`src/rtl/seq_barrel_shifter.sv`:
```
// Iterative barrel shifter: shifts one bit position per cycle. Left, logical-right
// and arithmetic-right results match the single-cycle combinational shifter.
module seq_barrel_shifter #(
  parameter int WIDTH = 8,
  parameter int SHW   = 3
) (
  input  logic             clk,
  input  logic             rst_n,
  input  logic             in_valid,
  output logic             in_ready,
  input  logic [WIDTH-1:0] din,
  input  logic [SHW-1:0]   shamt,
  input  logic             dir,
  input  logic             tp,
  output logic             out_valid,
  input  logic             out_ready,
  output logic [WIDTH-1:0] dout,
  output logic             busy,
  output logic [1:0]       dbg_state_o
);

  // Handshake rules:
  // - A request transfers on a rising edge where in_valid && in_ready.
  // - A result transfers on a rising edge where out_valid && out_ready.
  // - in_ready, out_valid and busy decode from state only, never from inputs.
  typedef enum logic [1:0] {
    S_IDLE  = 2'd0,
    S_SHIFT = 2'd1,
    S_DONE  = 2'd2
  } state_e;

  state_e           state_q, state_d;
  logic [WIDTH-1:0] dout_q, dout_d;
  logic [SHW-1:0]   cnt_q, cnt_d;
  logic [1:0]       mode_q, mode_d;  // {dir, tp}

  always_ff @(posedge clk or negedge rst_n) begin
    if (!rst_n) begin
      state_q <= S_IDLE;
      dout_q  <= '0;
      cnt_q   <= '0;
      mode_q  <= '0;
    end else begin
      state_q <= state_d;
      dout_q  <= dout_d;
      cnt_q   <= cnt_d;
      mode_q  <= mode_d;
    end
  end

  always_comb begin
    state_d = state_q;
    dout_d  = dout_q;
    cnt_d   = cnt_q;
    mode_d  = mode_q;
    case (state_q)
      S_IDLE: begin
        if (in_valid) begin
          dout_d  = din;
          cnt_d   = shamt;
          mode_d  = {dir, tp};
          state_d = (shamt == '0) ? S_DONE : S_SHIFT;
        end
      end
      S_SHIFT: begin
        if (mode_q[1]) begin
          dout_d = {dout_q[WIDTH-2:0], 1'b0};
        end else if (mode_q[0]) begin
          dout_d = {1'b0, dout_q[WIDTH-1:1]};
        end else begin
          // Replicating the MSB each step accumulates the signed shift of the operand.
          dout_d = {dout_q[WIDTH-1], dout_q[WIDTH-1:1]};
        end
        cnt_d = cnt_q - 1'b1;
        if (cnt_q == SHW'(1)) begin
          state_d = S_DONE;
        end
      end
      S_DONE: begin
        if (out_ready) begin
          state_d = S_IDLE;
        end
      end
      default: begin
        state_d = S_IDLE;
      end
    endcase
  end

  assign in_ready    = (state_q == S_IDLE);
  assign out_valid   = (state_q == S_DONE);
  assign busy        = (state_q == S_SHIFT) || (state_q == S_DONE);
  assign dout        = dout_q;
  assign dbg_state_o = state_q;

endmodule

```
`config.mk`:
```
export PLATFORM = sky130hd
export DESIGN_NAME = seq_barrel_shifter
export DESIGN_NICKNAME = d
export VERILOG_FILES = /design/src/rtl/seq_barrel_shifter.sv
export SDC_FILE = /design/constraint.sdc
export NUM_CORES = 1
export LEC_CHECK = 0
export ABC_AREA = 1
export ABC_CLOCK_PERIOD_IN_PS = 1700
export CORE_ASPECT_RATIO = 1.2
export CORE_UTILIZATION = 45
export CTS_CLUSTER_DIAMETER = 80
export DETAILED_ROUTE_END_ITERATION = 8
export PLACE_DENSITY_LB_ADDON = 0.1
export SLEW_MARGIN = 10
export SYNTH_ARGS = -nofsm -noshare
export SYNTH_HDL_FRONTEND = slang
export SYNTH_SLANG_ARGS = --single-unit
```
`constraint.sdc`:
```
create_clock -name clk -period 1.7 [get_ports clk]
set_input_delay 0.51 -clock clk [delete_from_list [all_inputs] [get_ports clk]]
set_output_delay 0.51 -clock clk [all_outputs]
set_load 0.02 [all_outputs]
```
== Word-level counts from Yosys, hierarchy flattened ==
Index checks and enable logic that the tools add are counted.

* $add $sub $neg: 1
* Multipliers: 0
* Div/mod/pow operators: 0
* $lt $le $gt $ge: 0
* Eq/ne operators: 7
* Shifts and indexed selects: 0
* Multiplexer cells: 11
* Bitwise logic cells: 0
* Reduce and logical (&&, ||, !) cells: 8

{| class="wikitable"
|+ Operator list
! kind !! count
|-
| $mux W8 || 3
|-
| $pmux W8 S2 || 1
|-
| $mux W2 || 4
|-
| $pmux W2 S3 || 1
|-
| $pmux W3 S2 || 1
|-
| $reduce_and A3 Y1 || 2
|-
| $ne A2 B2 Y1 const B || 2
|-
| $reduce_and A2 Y1 || 2
|-
| $eq A3 B1 Y1 const B || 1
|-
| $logic_not A3 Y1 || 1
|-
| $mux W3 || 1
|-
| $ne A3 B3 Y1 const B || 1
|-
| $sub A3 B1 Y3 const B || 1
|-
| $eq A2 B1 Y1 const B || 1
|-
| $eq A2 B2 Y1 const B || 1
|-
| $logic_not A2 Y1 || 1
|-
| $ne A2 B1 Y1 const B || 1
|-
| $reduce_bool A2 Y1 || 1
|-
| $logic_or A1 B1 Y1 || 1
|}

* Register bits: 15
* Latch bits: 0
* Memory bits (writable): 0
* Memory bits (read-only): 0
* Input bits: 17
* Output and inout bits: 13
* Logic and storage cells: 32
* Memories: 0

== Longest topological paths before layout ==
* Word-level depth: 4
* Depth in mapped cells: 9
* Mapped depth without buffers: 7

== Worst setup path after synthesis ==
No wires, ideal clock.

* Kind: register to register
* Start point: reg state_q[0] (netlist: dbg_state_o[0])
* End point: reg dout_q[5] (netlist: dout[5])
* Setup time: 0.116 ns
* Arrival time: 1.466 ns
* Required time: 1.584 ns
* Slack: 0.118 ns
* Stages on the path, launching flop included: 8
* Buffers on the path: 0
* Period minus slack after synthesis: 1.582 ns
* Cell sequence: dfrtp_1 -> inv_1 -> ha_1 -> nand2_4 -> o21ai_4 -> inv_1 -> nand2_1 -> nand2_1

* Longest elaborated chain between the ends: 3
* Elaborated cells on any way between the ends: 6
* Those cells by class: eq/ne (2); mux (1); reduce/logical (3)

{| class="wikitable"
|+ RTL lines
! element !! line !! source
|-
| start: declaration || 32 || <nowiki>state_e state_q, state_d;</nowiki>
|-
| start signal: assignment || 44 || <nowiki>state_q <= state_d;</nowiki>
|-
| $logic_not A2 Y1 (*) || -- ||
|-
| named net in_ready || 10 || <nowiki>output logic in_ready,</nowiki>
|-
| $ne A2 B2 Y1 (no line) or $reduce_bool A2 Y1 (tied branches) || -- ||
|-
| $reduce_and A2 Y1 (no line) || -- ||
|-
| end signal: assignment || 45 || <nowiki>dout_q <= dout_d;</nowiki>
|-
| end: declaration || 33 || <nowiki>logic [WIDTH-1:0] dout_q, dout_d;</nowiki>
|}

Mark *: on every way through the listed nets, which the timed path passes. The rest lies on a longest branch.
A chain may end at the register's enable or synchronous reset.

== Worst setup path after layout ==
* Start point: reg state_q[1] (netlist: dbg_state_o[1])
* End point: out out_valid

* Longest elaborated chain between the ends: 1

{| class="wikitable"
|+ RTL lines
! element !! line !! source
|-
| $eq A2 B2 Y1 || 91 || <nowiki>assign out_valid = (state_q == S_DONE);</nowiki>
|-
| end: declaration || 15 || <nowiki>output logic out_valid,</nowiki>
|}

Every way passes these cells.

==> key figures <==
Status
  – Status: complete, no violations

Setup path
  – Critical Path Slowest Stage Cell: dfrtp_1
  – CP Cell Sequence: buf_4 > ha_1 > buf_6
  – CP arrival: 1.16 ns
  – CP Max Fanout: 3
  – Worst reg-to-reg path cell count: 7
  – Buf/Inv on CP: 2
  – Setup Crit Path Kind: reg -> out
  – Largest stage delay, worst path: 0.39 ns
  – Worst endpoint required time: 1.19 ns
  – CP delay by family, top: flip-flops
  – CP endpoint kind: output pin
  – Cell count along the critical path: 3
  – Startpoint types: flop

STA
  – Final setup fails: 0
  – Max_slew headroom: 81.1%
  – Skew final: 0.00628 ns
  – Achievable frequency: 599 MHz
  – Slew Limit Fails: 0
  – Fin. Hold Viols: 0
  – Tcrit/Tclk final: 98.2%
  – Final min period: 1.67 ns
  – Unrepaired setup endpoints after global routing: no
  – Worst-Margin Slew: 0.283 ns
  – Final hold slack: 0.482 ns

Finish
  – Fillers: 193
  – Layout Area Growth over Synthesis: 37.4%
  – NumNets Final: 194
  – N_diodes: 0
  – Post-route cell area: 1320 um2
  – Utilization after layout: 68.7%
  – Share of cells above drive strength 1: 12.3%

Place
  – GPL Wtd Cong: 0.782
  – Post-DP HPWL: 1720 um
  – Placed Area: 1300 um2
  – PortBufs: 29

Clocking
  – Worst-Skew Late Latency: 0.29 ns
  – CTS max path bufs: 2
  – CTS tree: done
  – CTS Hold Bufs: 0
  – H-tree depth reported by CTS: 1
  – Reg clk slew, reported paths: 0.10 ns
  – CTS buffer count: 3
  – CTS root buffer: clkbuf_4
  – Clock sinks: 15

Logic synthesis
  – Number of flops mapped to enable cells by yosys: 0
  – Primary FF master, synth: dfrtp_1
  – Cell taking the most area after synthesis: dfrtp_1
  – Ys Warns: 0
  – Count leader, synth: nand2_1
  – Mapped cell area: 957 um2
  – Synth top cells by count: nand2_1 (58), nand3_1 (24), dfrtp_1 (15)
  – Syn_area_per_cell: 7.14 um2
  – Synth top area share: 39.2%
  – Post-synth ARST share: 100%
  – Most area-consuming cells after synthesis: dfrtp_1 (39%), nand2_1 (23%), nand3_1 (13%), ha_1 (6.5%), inv_1 (4.3%)
  – FF+latch count, synth: 15
  – Netlist cell types: 17
  – Sequential element share of the synthesized area: 39.2%
  – Cells after synthesis: 134
  – Synth Net Count: 156

Routing
  – Post-Route M1 WL: 994 um
  – Vias: 996
  – Max layer used: met4
  – 1st-iter DRT viols: 15
  – WL met3: 84 um
  – DRT Wirelength: 2270 um
  – Vias per cell: 5.24
  – Final antenna-violating net count: 0
  – Metal2 WL: 1140 um
  – Residual DRC count: 0
  – Drt pass-1 iters: 6
  – Routed length per instance: 12.0 um

Power
  – VDD IR-drop max: 1240 uV
  – Sw Pwr: 1.21 mW
  – PwrDens: 1860 nW/um2
  – Comb pwr share: 63.3%
  – P_int: 1.24 mW
  – Leakage: 0.721 nW
  – Seq pwr share: 28.1%
  – Total power: 2.45 mW
  – Sw Share: 49.4%
  – Clk network pwr share: 8.7%

Global route
  – Gr usage total: 22.4%
  – Initial antenna violation count: 0
  – GRT overflow: 0
  – First-pass GRT wire length: 3880 um
  – Number of global-route vias before repair: 926
  – Largest net degree at the start of global routing: 18

Min path
  – Hold Crit Depth: 2
  – Min-delay worst type: reg -> reg

Floorplanning
  – I/O Pins: 30
  – Die ar.: 2320 um2
  – Die height: 52.5 um
  – Starting Density: 50.0%
  – Total core area: 1910 um2
  – Die width: 44.1 um
  – Rows: 17

Job
  – Max Cap Viol: 0
## layout by cell type, fill, tap and decap left out
| cell | synthesis | final |
|---|---|---|
| nand2_1 | 58 | 58 |
| nand3_1 | 24 | 24 |
| clkdlybuf4s50_1 | 0 | 16 |
| dfrtp_1 | 15 | 15 |
| inv_1 | 11 | 11 |
| dlygate4sd2_1 | 0 | 10 |
| buf_4 | 2 | 9 |
| ha_1 | 5 | 5 |
| o21ai_0 | 4 | 4 |
| nor2_1 | 4 | 4 |
| clkbuf_4 | 0 | 3 |
| a21oi_1 | 2 | 2 |
| nand3_2 | 2 | 2 |
| buf_6 | 1 | 2 |
| inv_2 | 1 | 1 |
| nand2_4 | 1 | 1 |
| o21ai_4 | 1 | 1 |
| a21boi_0 | 1 | 1 |
| clkinv_2 | 0 | 1 |
| buf_2 | 1 | 1 |
## worst reg2reg max path, stage by stage, from the launching register on
cell and delay (ns):
dfrtp_1 0.39, buf_4 0.14, ha_1 0.21, inv_2 0.16, o21ai_4 0.08, inv_1 0.22
nand2_1 0.09, nand2_1 0.07
## flip-flops by register name, indices dropped and copies added, names as in the netlist
register	flops
dout	8
cnt_q	3
dbg_state_o	2
mode_q	2
## routing by layer
| metal | up-vias | track usage [%] |
|---|---|---|
| li1 | 499 | - |
| met1 | 460 | 26.2 |
| met2 | 30 | 40.2 |
| met3 | 7 | 2.76 |
| met4 | 0 | 9.60 |
| met5 | - | 0 |
## repair_timing
item                       CTS  global route
setup buffers                0             0
gates cloned                 0             0
setup endpoints to repair   13             2
resized for setup           22             4
## per-stage QoR
| stage | worst slack [ns] | TNS [ns] | instances |
|---|---|---|---|
| floorplan | 0.118 | 0 | 134 |
| global placement | -0.0475 | -0.0802 | 186 |
| detailed placement | -0.0630 | -0.120 | 186 |
| CTS | 0.0174 | 0 | 190 |
| global route | 0.00408 | 0 | 190 |
| finish | 0.0310 | 0 | 190 |
## path summary, 6_finish.rpt
kind	slack [ns]	end	start
worst max-delay path	0.03	out_valid	dbg_state_o[1]$_DFFE_PN0P_
worst min-delay path	0.48	mode_q[0]$_DFFE_PN0P_	mode_q[0]$_DFFE_PN0P_
worst max register to register	0.28	dout[5]$_DFFE_PN0P_	dbg_state_o[0]$_DFFE_PN0P_
worst min register to register	0.48	mode_q[0]$_DFFE_PN0P_	mode_q[0]$_DFFE_PN0P_
max in group asynchronous	0.99	dout[5]$_DFFE_PN0P_	rst_n
min in group asynchronous	0.53	dout[7]$_DFFE_PN0P_	rst_n
## area by class of cell
type	instances	area (um2)	area share, %
multi-input cells	102	500	38.1
flip-flops and latches	15	375	28.5
repair buffers	38	343	26.1
inverters	12	45.0	3.43
well taps	19	23.8	1.81
clock buffers	3	22.5	1.71
clock inverters	1	5.00	0.381
## power groups by stage
stage | clock, mW | combinational [mW] | sequential [mW]
after global routing | 0.222 | 1.71 | 0.714
after CTS | 0.213 | 1.51 | 0.685
after floorplan | 0 | 0.919 | 0.786
after detailed placement | 0 | 1.63 | 0.693
final | 0.212 | 1.55 | 0.687
after global placement | 0 | 1.59 | 0.686
## cell families (layout without fill, tap and decap cells)
kind of cell / after synthesis / count (layout) / synth area share (%)
AO/OA/AOI/OAI: 8 / 8 / 5.62
adder cells (fa/ha/maj): 5 / 5 / 6.54
buffers and inverters: 17 / 54 / 8.49
flip-flops: 15 / 15 / 39.2
AND/OR/NAND/NOR: 89 / 89 / 40.1
Power figures use the tool's default switching activity.
